`src/rtl/serial_subtractor_if.sv`:
```
// Handshake and operand/result bundle for serial_subtractor.
// The zero/ovf signals exist only when SERIAL_SUBTRACTOR_FLAGS_EN is defined.
interface serial_subtractor_if #(
    parameter int unsigned WIDTH = 8
);
    logic             start;
    logic [WIDTH-1:0] a;
    logic [WIDTH-1:0] b;
    logic             bin;
    logic             busy;
    logic             done;
    logic [WIDTH-1:0] diff;
    logic             bout;
`ifdef SERIAL_SUBTRACTOR_FLAGS_EN
    logic             zero;
    logic             ovf;

    modport master (
        output start, a, b, bin,
        input  busy, done, diff, bout, zero, ovf
    );

    modport slave (
        input  start, a, b, bin,
        output busy, done, diff, bout, zero, ovf
    );
`else
    modport master (
        output start, a, b, bin,
        input  busy, done, diff, bout
    );

    modport slave (
        input  start, a, b, bin,
        output busy, done, diff, bout
    );
`endif
endinterface

```
`src/rtl/serial_subtractor.sv`:
```
// Bit-serial LSB-first subtractor: diff = a - b - bin over WIDTH cycles, start/busy/done handshake.
// Optional zero/ovf status flags are enabled by defining SERIAL_SUBTRACTOR_FLAGS_EN.
module serial_subtractor #(
    parameter int unsigned WIDTH = 8
) (
    input logic                clk,
    input logic                rst_n,
    serial_subtractor_if.slave bus
);
    localparam int unsigned CntW = $clog2(WIDTH);
    localparam logic [CntW-1:0] LastCnt = CntW'(WIDTH - 1);

    typedef enum logic [1:0] {StIdle, StShift, StDone} state_e;

    state_e           state_q, state_d;
    logic [CntW-1:0]  cnt_q, cnt_d;
    logic [WIDTH-1:0] a_sh_q, a_sh_d;
    logic [WIDTH-1:0] b_sh_q, b_sh_d;
    logic             brw_q, brw_d;
    logic [WIDTH-1:0] diff_q, diff_d;
    logic             bout_q, bout_d;

    logic x, y, r, d_bit, brw_nxt, accept;

    assign x       = a_sh_q[0];
    assign y       = b_sh_q[0];
    assign r       = brw_q;
    assign d_bit   = x ^ y ^ r;
    assign brw_nxt = (~x & y) | (~(x ^ y) & r);
    assign accept  = bus.start && (state_q != StShift);

`ifdef SERIAL_SUBTRACTOR_FLAGS_EN
    // Operand sign bits are kept because the shift registers consume them.
    logic a_msb_q, a_msb_d;
    logic b_msb_q, b_msb_d;
    logic zero_q, zero_d;
    logic ovf_q, ovf_d;
`endif

    always_comb begin
        state_d = state_q;
        cnt_d   = cnt_q;
        a_sh_d  = a_sh_q;
        b_sh_d  = b_sh_q;
        brw_d   = brw_q;
        diff_d  = diff_q;
        bout_d  = bout_q;
`ifdef SERIAL_SUBTRACTOR_FLAGS_EN
        a_msb_d = a_msb_q;
        b_msb_d = b_msb_q;
        zero_d  = zero_q;
        ovf_d   = ovf_q;
`endif
        unique case (state_q)
            StIdle, StDone: begin
                if (accept) begin
                    state_d = StShift;
                    cnt_d   = '0;
                    a_sh_d  = bus.a;
                    b_sh_d  = bus.b;
                    brw_d   = bus.bin;
`ifdef SERIAL_SUBTRACTOR_FLAGS_EN
                    a_msb_d = bus.a[WIDTH-1];
                    b_msb_d = bus.b[WIDTH-1];
`endif
                end else begin
                    state_d = StIdle;
                end
            end
            StShift: begin
                // Result bits refill the minuend register from the top as it drains.
                a_sh_d = {d_bit, a_sh_q[WIDTH-1:1]};
                b_sh_d = {1'b0, b_sh_q[WIDTH-1:1]};
                brw_d  = brw_nxt;
                cnt_d  = cnt_q + CntW'(1);
                if (cnt_q == LastCnt) begin
                    state_d = StDone;
                    diff_d  = {d_bit, a_sh_q[WIDTH-1:1]};
                    bout_d  = brw_nxt;
`ifdef SERIAL_SUBTRACTOR_FLAGS_EN
                    zero_d  = ({d_bit, a_sh_q[WIDTH-1:1]} == '0);
                    ovf_d   = (a_msb_q != b_msb_q) && (d_bit != a_msb_q);
`endif
                end
            end
            default: state_d = StIdle;
        endcase
    end

    always_ff @(posedge clk or negedge rst_n) begin
        if (!rst_n) begin
            state_q <= StIdle;
            cnt_q   <= '0;
            a_sh_q  <= '0;
            b_sh_q  <= '0;
            brw_q   <= 1'b0;
            diff_q  <= '0;
            bout_q  <= 1'b0;
        end else begin
            state_q <= state_d;
            cnt_q   <= cnt_d;
            a_sh_q  <= a_sh_d;
            b_sh_q  <= b_sh_d;
            brw_q   <= brw_d;
            diff_q  <= diff_d;
            bout_q  <= bout_d;
        end
    end

`ifdef SERIAL_SUBTRACTOR_FLAGS_EN
    always_ff @(posedge clk or negedge rst_n) begin
        if (!rst_n) begin
            a_msb_q <= 1'b0;
            b_msb_q <= 1'b0;
            zero_q  <= 1'b0;
            ovf_q   <= 1'b0;
        end else begin
            a_msb_q <= a_msb_d;
            b_msb_q <= b_msb_d;
            zero_q  <= zero_d;
            ovf_q   <= ovf_d;
        end
    end

    assign bus.zero = zero_q;
    assign bus.ovf  = ovf_q;
`endif

    assign bus.busy = (state_q == StShift);
    assign bus.done = (state_q == StDone);
    assign bus.diff = diff_q;
    assign bus.bout = bout_q;
endmodule
```
`src/flat_wrapper.sv`:
```
// flat-port wrapper written by rule: the top's interface ports become plain ports
module serial_subtractor_flat 
#(
    parameter int unsigned WIDTH = 8
)
  (clk, rst_n, bus_start, bus_a, bus_b, bus_bin, bus_busy, bus_done, bus_diff, bus_bout);
  serial_subtractor_if #(.WIDTH(WIDTH)) bus_i ();
  input logic clk;
  input logic rst_n;
  input wire logic [$bits(bus_i.start)-1:0] bus_start;
  input wire logic [$bits(bus_i.a)-1:0] bus_a;
  input wire logic [$bits(bus_i.b)-1:0] bus_b;
  input wire logic [$bits(bus_i.bin)-1:0] bus_bin;
  output wire logic [$bits(bus_i.busy)-1:0] bus_busy;
  output wire logic [$bits(bus_i.done)-1:0] bus_done;
  output wire logic [$bits(bus_i.diff)-1:0] bus_diff;
  output wire logic [$bits(bus_i.bout)-1:0] bus_bout;
  assign bus_i.start = bus_start;
  assign bus_i.a = bus_a;
  assign bus_i.b = bus_b;
  assign bus_i.bin = bus_bin;
  assign bus_busy = bus_i.busy;
  assign bus_done = bus_i.done;
  assign bus_diff = bus_i.diff;
  assign bus_bout = bus_i.bout;
  serial_subtractor #(.WIDTH(WIDTH)) u_core (.clk(clk), .rst_n(rst_n), .bus(bus_i));
endmodule
```
`config.mk`:
```
export PLATFORM = sky130hd
export DESIGN_NAME = serial_subtractor_flat
export DESIGN_NICKNAME = d
export VERILOG_FILES = /design/src/rtl/serial_subtractor_if.sv /design/src/rtl/serial_subtractor.sv /design/src/flat_wrapper.sv
export SDC_FILE = /design/constraint.sdc
export NUM_CORES = 1
export LEC_CHECK = 0
export CORE_MARGIN = 8
export CORE_UTILIZATION = 30
export CTS_CLUSTER_DIAMETER = 100
export DETAILED_ROUTE_END_ITERATION = 6
export MAX_ROUTING_LAYER = met4
export PLACE_DENSITY = 0.55
export RECOVER_POWER = 100
export SYNTH_ARGS = -nofsm -noshare
export SYNTH_HDL_FRONTEND = slang
export SYNTH_SLANG_ARGS = --single-unit
```
`constraint.sdc`:
```
create_clock -name clk -period 1.47 [get_ports clk]
set_input_delay 0.147 -clock clk [delete_from_list [all_inputs] [get_ports clk]]
set_output_delay 0.147 -clock clk [all_outputs]
set_load 0.01 [all_outputs]
```
==> results.json, run 1 <==
{
  "status": "complete, no violations",
  "vias_per_cell": 4.70,
  "r2r_start": "u_core.cnt_q[0]$_DFFE_PN0P_",
  "drcViolationCount": 0,
  "layout_setup_ws_ns": 0.0494,
  "p_int_mw": 2.65,
  "stdcell_count": 224,
  "powerDensity_nw_per_um2": 2150,
  "tightest_slew_ns": 0.771,
  "finClkSkew_ns": 0.00788,
  "clk_pin_slew_worst_paths_ns": 0.07,
  "cts_htree_levels": 2,
  "swShare_pct": 34.2,
  "io_pins": 31,
  "cts_tree": "built",
  "final_nets": 192,
  "slew_headroom_pct": 48.6,
  "crit_required_ns": 1.64,
  "synth_edf_count": 0,
  "num_vias": 1053,
  "rows": 25,
  "drtAntennaViolNets": 0,
  "core_sq_um": 4630,
  "post-place-ws_ns": 0.0640,
  "drt-initial-drc-count": 52,
  "fillers": 480,
  "r2r_cells": 4,
  "seq_power_share_pct": 37.5,
  "synth-seq-cells": 31,
  "netlist_area_sq_um": 1420,
  "port_buffers": 30,
  "dieArea_sq_um": 7190,
  "drt_wl_total_microns": 3210,
  "layout-drive-gt1-share_pct": 14.1,
  "die_y_microns": 84.8,
  "die_x_microns": 84.8,
  "clkSinkCount": 31,
  "synthTopCellsByArea": "dfrtp_1, a21oi_2, o22ai_1",
  "synth.avg_cell_area_sq_um": 10.8,
  "finalSetupViolations": 0,
  "rsz0062_at_grt": "false",
  "gp_congestion": 0.762,
  "period_minus_slack_ns": 1.42,
  "worst_ep_arrival_time_ns": 1.59,
  "r2r_slack_ns": 0.05,
  "p_clk_share_pct": 21.3,
  "clockBufferDepth": 2,
  "drv_slew": 0,
  "hpwlAfterDp_microns": 2410,
  "synthDistinctLibCells": 23,
  "hold_viol_final": 0,
  "path_class": "reg2reg",
  "fmax_mhz": 704,
  "numCtsBuffers": 5,
  "crit_fanout": 3,
  "synth-seq-area-share_pct": 54.6,
  "grt_start_max_net_pins": 32,
  "synth_flop_cell": "dfrtp_1",
  "root_buffer": "clkbuf_8",
  "maxCapViolations": 0,
  "grt_pass1_wl_microns": 5480,
  "antenna_found_initial": 0,
  "vdd_drop_max_mv": 0.543,
  "synth_top_area_share_pct": 54.6,
  "cp-end-kind": "register",
  "async_flop_share_pct": 100,
  "grt_usage_pct": 10.1,
  "first_pass_iters": 6,
  "initial_core_util_pct": 30.7,
  "hold_class": "in2async",
  "fin_tns_setup_ns": 0,
  "syn-num-nets": 154,
  "area_delta_synth_final_pct": 32.2,
  "r2r_end": "u_core.cnt_q[2]$_DFFE_PN0P_",
  "pwr-share-comb_pct": 41.2,
  "synth_most_common_cell": "dfrtp_1",
  "synth_area_leader_cell": "dfrtp_1",
  "cp-start-kind": "register",
  "total_power_mw": 4.03,
  "fin_hold_ws_ns": 0.469,
  "diodes": 0,
  "grt_pass1_vias": 1124,
  "synthTopCellsByCount": "dfrtp_1, inv_1, o22ai_1, o21ai_0, a21oi_2",
  "yosysWarnings": 0,
  "place_inst": 215,
  "gr-total-overflow": 0,
  "switchingPower_mw": 1.38,
  "period_share_pct": 96.6,
  "leakage_nw": 0.870,
  "wl_per_cell_microns": 14.3,
  "insertion_delay_ns": 0.28,
  "syn_inst": 131
}
## metrics by stage
| step | utilization [%] | instance area (sq um) |
|---|---|---|
| after floorplan | - | 1420 |
| after global placement | 38.7 | 1790 |
| after detailed placement | 38.7 | 1790 |
| after CTS | 41.2 | 1910 |
| after global routing | 40.5 | 1880 |
| final | 40.5 | 1880 |
## cells by family after synthesis
kind of cell / after synthesis / synth area share (%)
AO/OA/AOI/OAI: 45 / 20.7
adder cells (fa/ha/maj): 3 / 3.17
AND/OR/NAND/NOR: 19 / 7.14
buffers and inverters: 26 / 9.07
multiplexers: 7 / 5.29
flip-flops: 31 / 54.6
## layer usage
metal | wire [microns] | vias to the layer above | track usage, % | share of wire (%)
met3 | 115 | 7 | 3.22 | 3.6
met1 | 1420 | 495 | 11.0 | 44
met2 | 1600 | 27 | 16.2 | 50
met4 | 73 | 0 | 5.34 | 2.3
met5 | 0 | - | - | 0
li1 | - | 524 | - | -
## worst max-delay path: stages (launching register included)
cell and delay (ns):
dfrtp_1 0.39, ha_1 0.21, ha_1 0.26, mux2_2 0.26, a22o_1 0.19
## final cells by class
class | count | area [sq um] | area share [%]
clock buffers | 6 | 82.6 | 4.40
repair buffers | 40 | 370 | 19.7
clock inverters | 2 | 35.0 | 1.87
multi-input cells | 74 | 482 | 25.7
well taps | 54 | 67.6 | 3.60
flip-flops and latches | 31 | 776 | 41.3
inverters | 17 | 63.8 | 3.40
## how the worst max path moves through the flow
stage | cells after the start | startpoint | end
floorplan | 4 | u_core.cnt_q[0]$_DFFE_PN0P_ | u_core.bus.diff[7]$_DFFE_PN0P_
global placement | 4 | u_core.cnt_q[0]$_DFFE_PN0P_ | u_core.cnt_q[2]$_DFFE_PN0P_
detailed placement | 4 | u_core.cnt_q[0]$_DFFE_PN0P_ | u_core.cnt_q[2]$_DFFE_PN0P_
CTS | 4 | u_core.cnt_q[0]$_DFFE_PN0P_ | u_core.cnt_q[2]$_DFFE_PN0P_
global route | 4 | u_core.b_sh_q[0]$_DFFE_PN0P_ | u_core.brw_q$_DFFE_PN0P_
finish | 4 | u_core.cnt_q[0]$_DFFE_PN0P_ | u_core.cnt_q[2]$_DFFE_PN0P_
## state kept, by name, indices dropped and copies added, names as in the netlist
name             count
u_core.bus.bout      1
u_core.brw_q         1
u_core.bus.diff      8
u_core.state_q       2
u_core.b_sh_q        8
u_core.a_sh_q        8
u_core.cnt_q         3
## power by group through the flow
stage / clock network, mW / registers, mW / logic, mW
finish: 0.858 / 1.51 / 1.66
global route: 0.938 / 1.57 / 1.88
CTS: 0.887 / 1.52 / 1.81
detailed placement: 0 / 1.54 / 1.82
global placement: 0 / 1.51 / 1.77
floorplan: 0 / 1.53 / 1.20
## cells in the final DEF, fill, tap and decap left out, types with 3 or more instances in the layout
master,n
dlygate4sd3_1,7
clkdlybuf4s50_1,21
dfrtp_1,31
inv_1,17
o21ai_0,11
buf_4,7
nand2_1,8
mux2_2,4
a21oi_1,15
mux2i_1,3
clkbuf_8,6
o22ai_1,13
a211oi_1,3
nor2b_1,4
## repair_timing
item / in CTS / in global routing
pin swaps: 0 / 0
hold buffers: 0 / 0
endpoints found under the setup margin: 2 / 2
buffers inserted: 0 / 1
gates resized for setup: 2 / 2
(Power assumes the default switching activity.)
==> run 2: changes to the inputs <==
==> constraint.sdc (replaced) <==
create_clock -name clk -period 1.47 [get_ports clk]
set_input_delay 0.2205 -clock clk [delete_from_list [all_inputs] [get_ports clk]]
set_output_delay 0.2205 -clock clk [all_outputs]
set_load 0.01 [all_outputs]
==> run 2 against run 1 <==
Effect of this change: global-route usage fell by 0.46 points; combinational power rose by 10%; non-clock buffer count fell by 1; register-to-register slack improved by 0.03 ns; clock-buffer cell count rose by 2; critical path depth did not move; clock power fell by 16%; critical path type unchanged; largest cell class unchanged; largest power group unchanged.
==> results.json, run 2 (same netlist as run 1, synthesis figures left out) <==
{
  "slew_headroom_pct": 49.7,
  "wl_met1_microns": 1390,
  "timing.critical_path.to": "u_core.cnt_q[2]$_DFFE_PN0P_",
  "clkSinkCount": 31,
  "area_delta_synth_final_pct": 34.0,
  "hold_class": "reg2reg",
  "clk_pin_slew_worst_paths_ns": 0.06,
  "clockBufferDepth": 2,
  "cp-end-kind": "register",
  "rsz0062_at_grt": "false",
  "drcViolationCount": 0,
  "status": "complete, no violations",
  "cts_tree": "built",
  "critical_path_depth": 4,
  "worst_ep_arrival_time_ns": 1.55,
  "core_sq_um": 4630,
  "initial_core_util_pct": 30.7,
  "grt_start_max_net_pins": 32,
  "final_nets": 191,
  "cp_top_family": "adder cells",
  "gr-total-overflow": 0,
  "port_buffers": 30,
  "finClkSkew_ns": 0.00475,
  "r2r_start": "u_core.cnt_q[1]$_DFFE_PN0P_",
  "first_pass_iters": 6,
  "tightest_slew_ns": 0.754,
  "fin_tns_setup_ns": 0,
  "layout-drive-gt1-share_pct": 20.1,
  "drtAntennaViolNets": 0,
  "num_vias": 1045,
  "drv_slew": 0,
  "wl_met3_microns": 132,
  "final_common_cell": "dfrtp_1",
  "insertion_delay_ns": 0.27,
  "die_x_microns": 84.8,
  "powerDensity_nw_per_um2": 2130,
  "design_area_sq_um": 1900,
  "slowest_stage": "dfrtp_1",
  "vdd_drop_max_mv": 0.621,
  "worstPathCellList": "ha_2 -> ha_4 -> mux2_4 -> a22o_1",
  "root_buffer": "clkbuf_8",
  "die_y_microns": 84.8,
  "diodes": 0,
  "grt_usage_pct": 9.65,
  "rows": 25,
  "cp-start-kind": "register",
  "fmax_mhz": 720,
  "leakage_nw": 0.848,
  "period_share_pct": 94.5,
  "gp_congestion": 0.780,
  "startpoint": "u_core.cnt_q[1]$_DFFE_PN0P_",
  "maxCapViolations": 0,
  "crit_required_ns": 1.63,
  "vias_per_cell": 4.69,
  "path_class": "reg2reg",
  "mostFrequentLayoutCells": "dfrtp_1, clkdlybuf4s50_1, inv_1",
  "r2r_end": "u_core.cnt_q[2]$_DFFE_PN0P_",
  "r2r_slack_ns": 0.08,
  "slowest_delay_ns": 0.40,
  "antenna_found_initial": 0,
  "cp.buffers_inverters": 0,
  "r2r_cells": 4,
  "hold_viol_final": 0,
  "dieArea_sq_um": 7190,
  "hpwlAfterDp_microns": 2370,
  "grt_pass1_wl_microns": 5300,
  "drt-initial-drc-count": 69,
  "wl_per_cell_microns": 14.1,
  "finalSetupViolations": 0,
  "cts_htree_levels": 2,
  "crit_fanout": 3,
  "grt_pass1_vias": 1089,
  "top_layer_used": "met4",
  "placed_area_sq_um": 1790,
  "met2_length_microns": 1510,
  "drt_wl_total_microns": 3140,
  "period_minus_slack_ns": 1.39,
  "numCtsBuffers": 5,
  "io_pins": 31
}
==> run 2: cell types whose count changed in the layout (fill, tap and decap cells not counted), moves of 2 or more <==
cell / delta
a21oi_2: +9
a21oi_1: -9
ha_1: -2
dlygate4sd3_1: -5
clkdlybuf4s50_1: +5
==> run 2: stage by stage <==
step / setup slack, ns / hold slack, ns / utilization (%) / instances / total power [mW]
floorplan: 0.106 / -0.0751 / - / 131 / 2.73
global placement: 0.0398 / 0.464 / 38.7 / 215 / 3.28
global route: 0.0321 / 0.513 / 41.1 / 223 / 4.42
finish: 0.0813 / 0.478 / 41.1 / 223 / 4.06
CTS: 0.00202 / 0.357 / 40.8 / 223 / 4.07
detailed placement: 0.0216 / 0.474 / 38.7 / 215 / 3.34
==> run 2: how the worst min path moves through the flow <==
stage                                     endpoint                            from  slack [ns]  depth (start not counted)
floorplan             u_core.a_sh_q[0]$_DFFE_PN0P_                           rst_n       -0.08                          0
global placement    u_core.bus.diff[6]$_DFFE_PN0P_  u_core.bus.diff[6]$_DFFE_PN0P_        0.46                          2
detailed placement     u_core.bus.bout$_DFFE_PN0P_     u_core.bus.bout$_DFFE_PN0P_        0.47                          2
CTS                   u_core.a_sh_q[1]$_DFFE_PN0P_                           rst_n        0.36                          2
global route           u_core.bus.bout$_DFFE_PN0P_     u_core.bus.bout$_DFFE_PN0P_        0.51                          2
finish                 u_core.bus.bout$_DFFE_PN0P_     u_core.bus.bout$_DFFE_PN0P_        0.48                          2
==> run 2: repair_timing <==
| item | 4_1_cts | 5_1_grt |
|---|---|---|
| pin swaps | 0 | 1 |
| hold buffers | 0 | 0 |
| endpoints found under the setup margin | 2 | 1 |
| gates resized for setup | 3 | 3 |
| endpoints found under the hold margin | 0 | 0 |
| buffers inserted | 0 | 0 |
==> run 2: final cells by class <==
| type | instances | area [sq um] |
|---|---|---|
| repair buffers | 39 | 359 |
| flip-flops and latches | 31 | 776 |
| fillers | 450 | 2730 |
| well taps | 54 | 67.6 |
| clock buffers | 8 | 100 |
| inverters | 17 | 63.8 |
| multi-input cells | 74 | 537 |
==> run 2: routing by layer <==
metal	global-route usage [%]	vias up
met4	5.66	0
li1	-	521
met2	15.4	30
met1	10.6	484
met5	-	-
met3	2.63	10
==> run 2: tightest hold or removal path, delay by kind of cell, from the launching register on <==
kind	cells	cell delay (ns)
AOI/OAI and AO/OA	1	0.06
DFF	1	0.34
and+or+nand+nor	1	0.04
==> run 2: where the power goes <==
part / leakage (nW) / total [mW] / switching [mW] / internal, mW
Sequential: 0.370 / 1.51 / 0.238 / 1.27
Combinational: 0.426 / 1.83 / 0.897 / 0.931
Clock: 0.0515 / 0.724 / 0.297 / 0.427
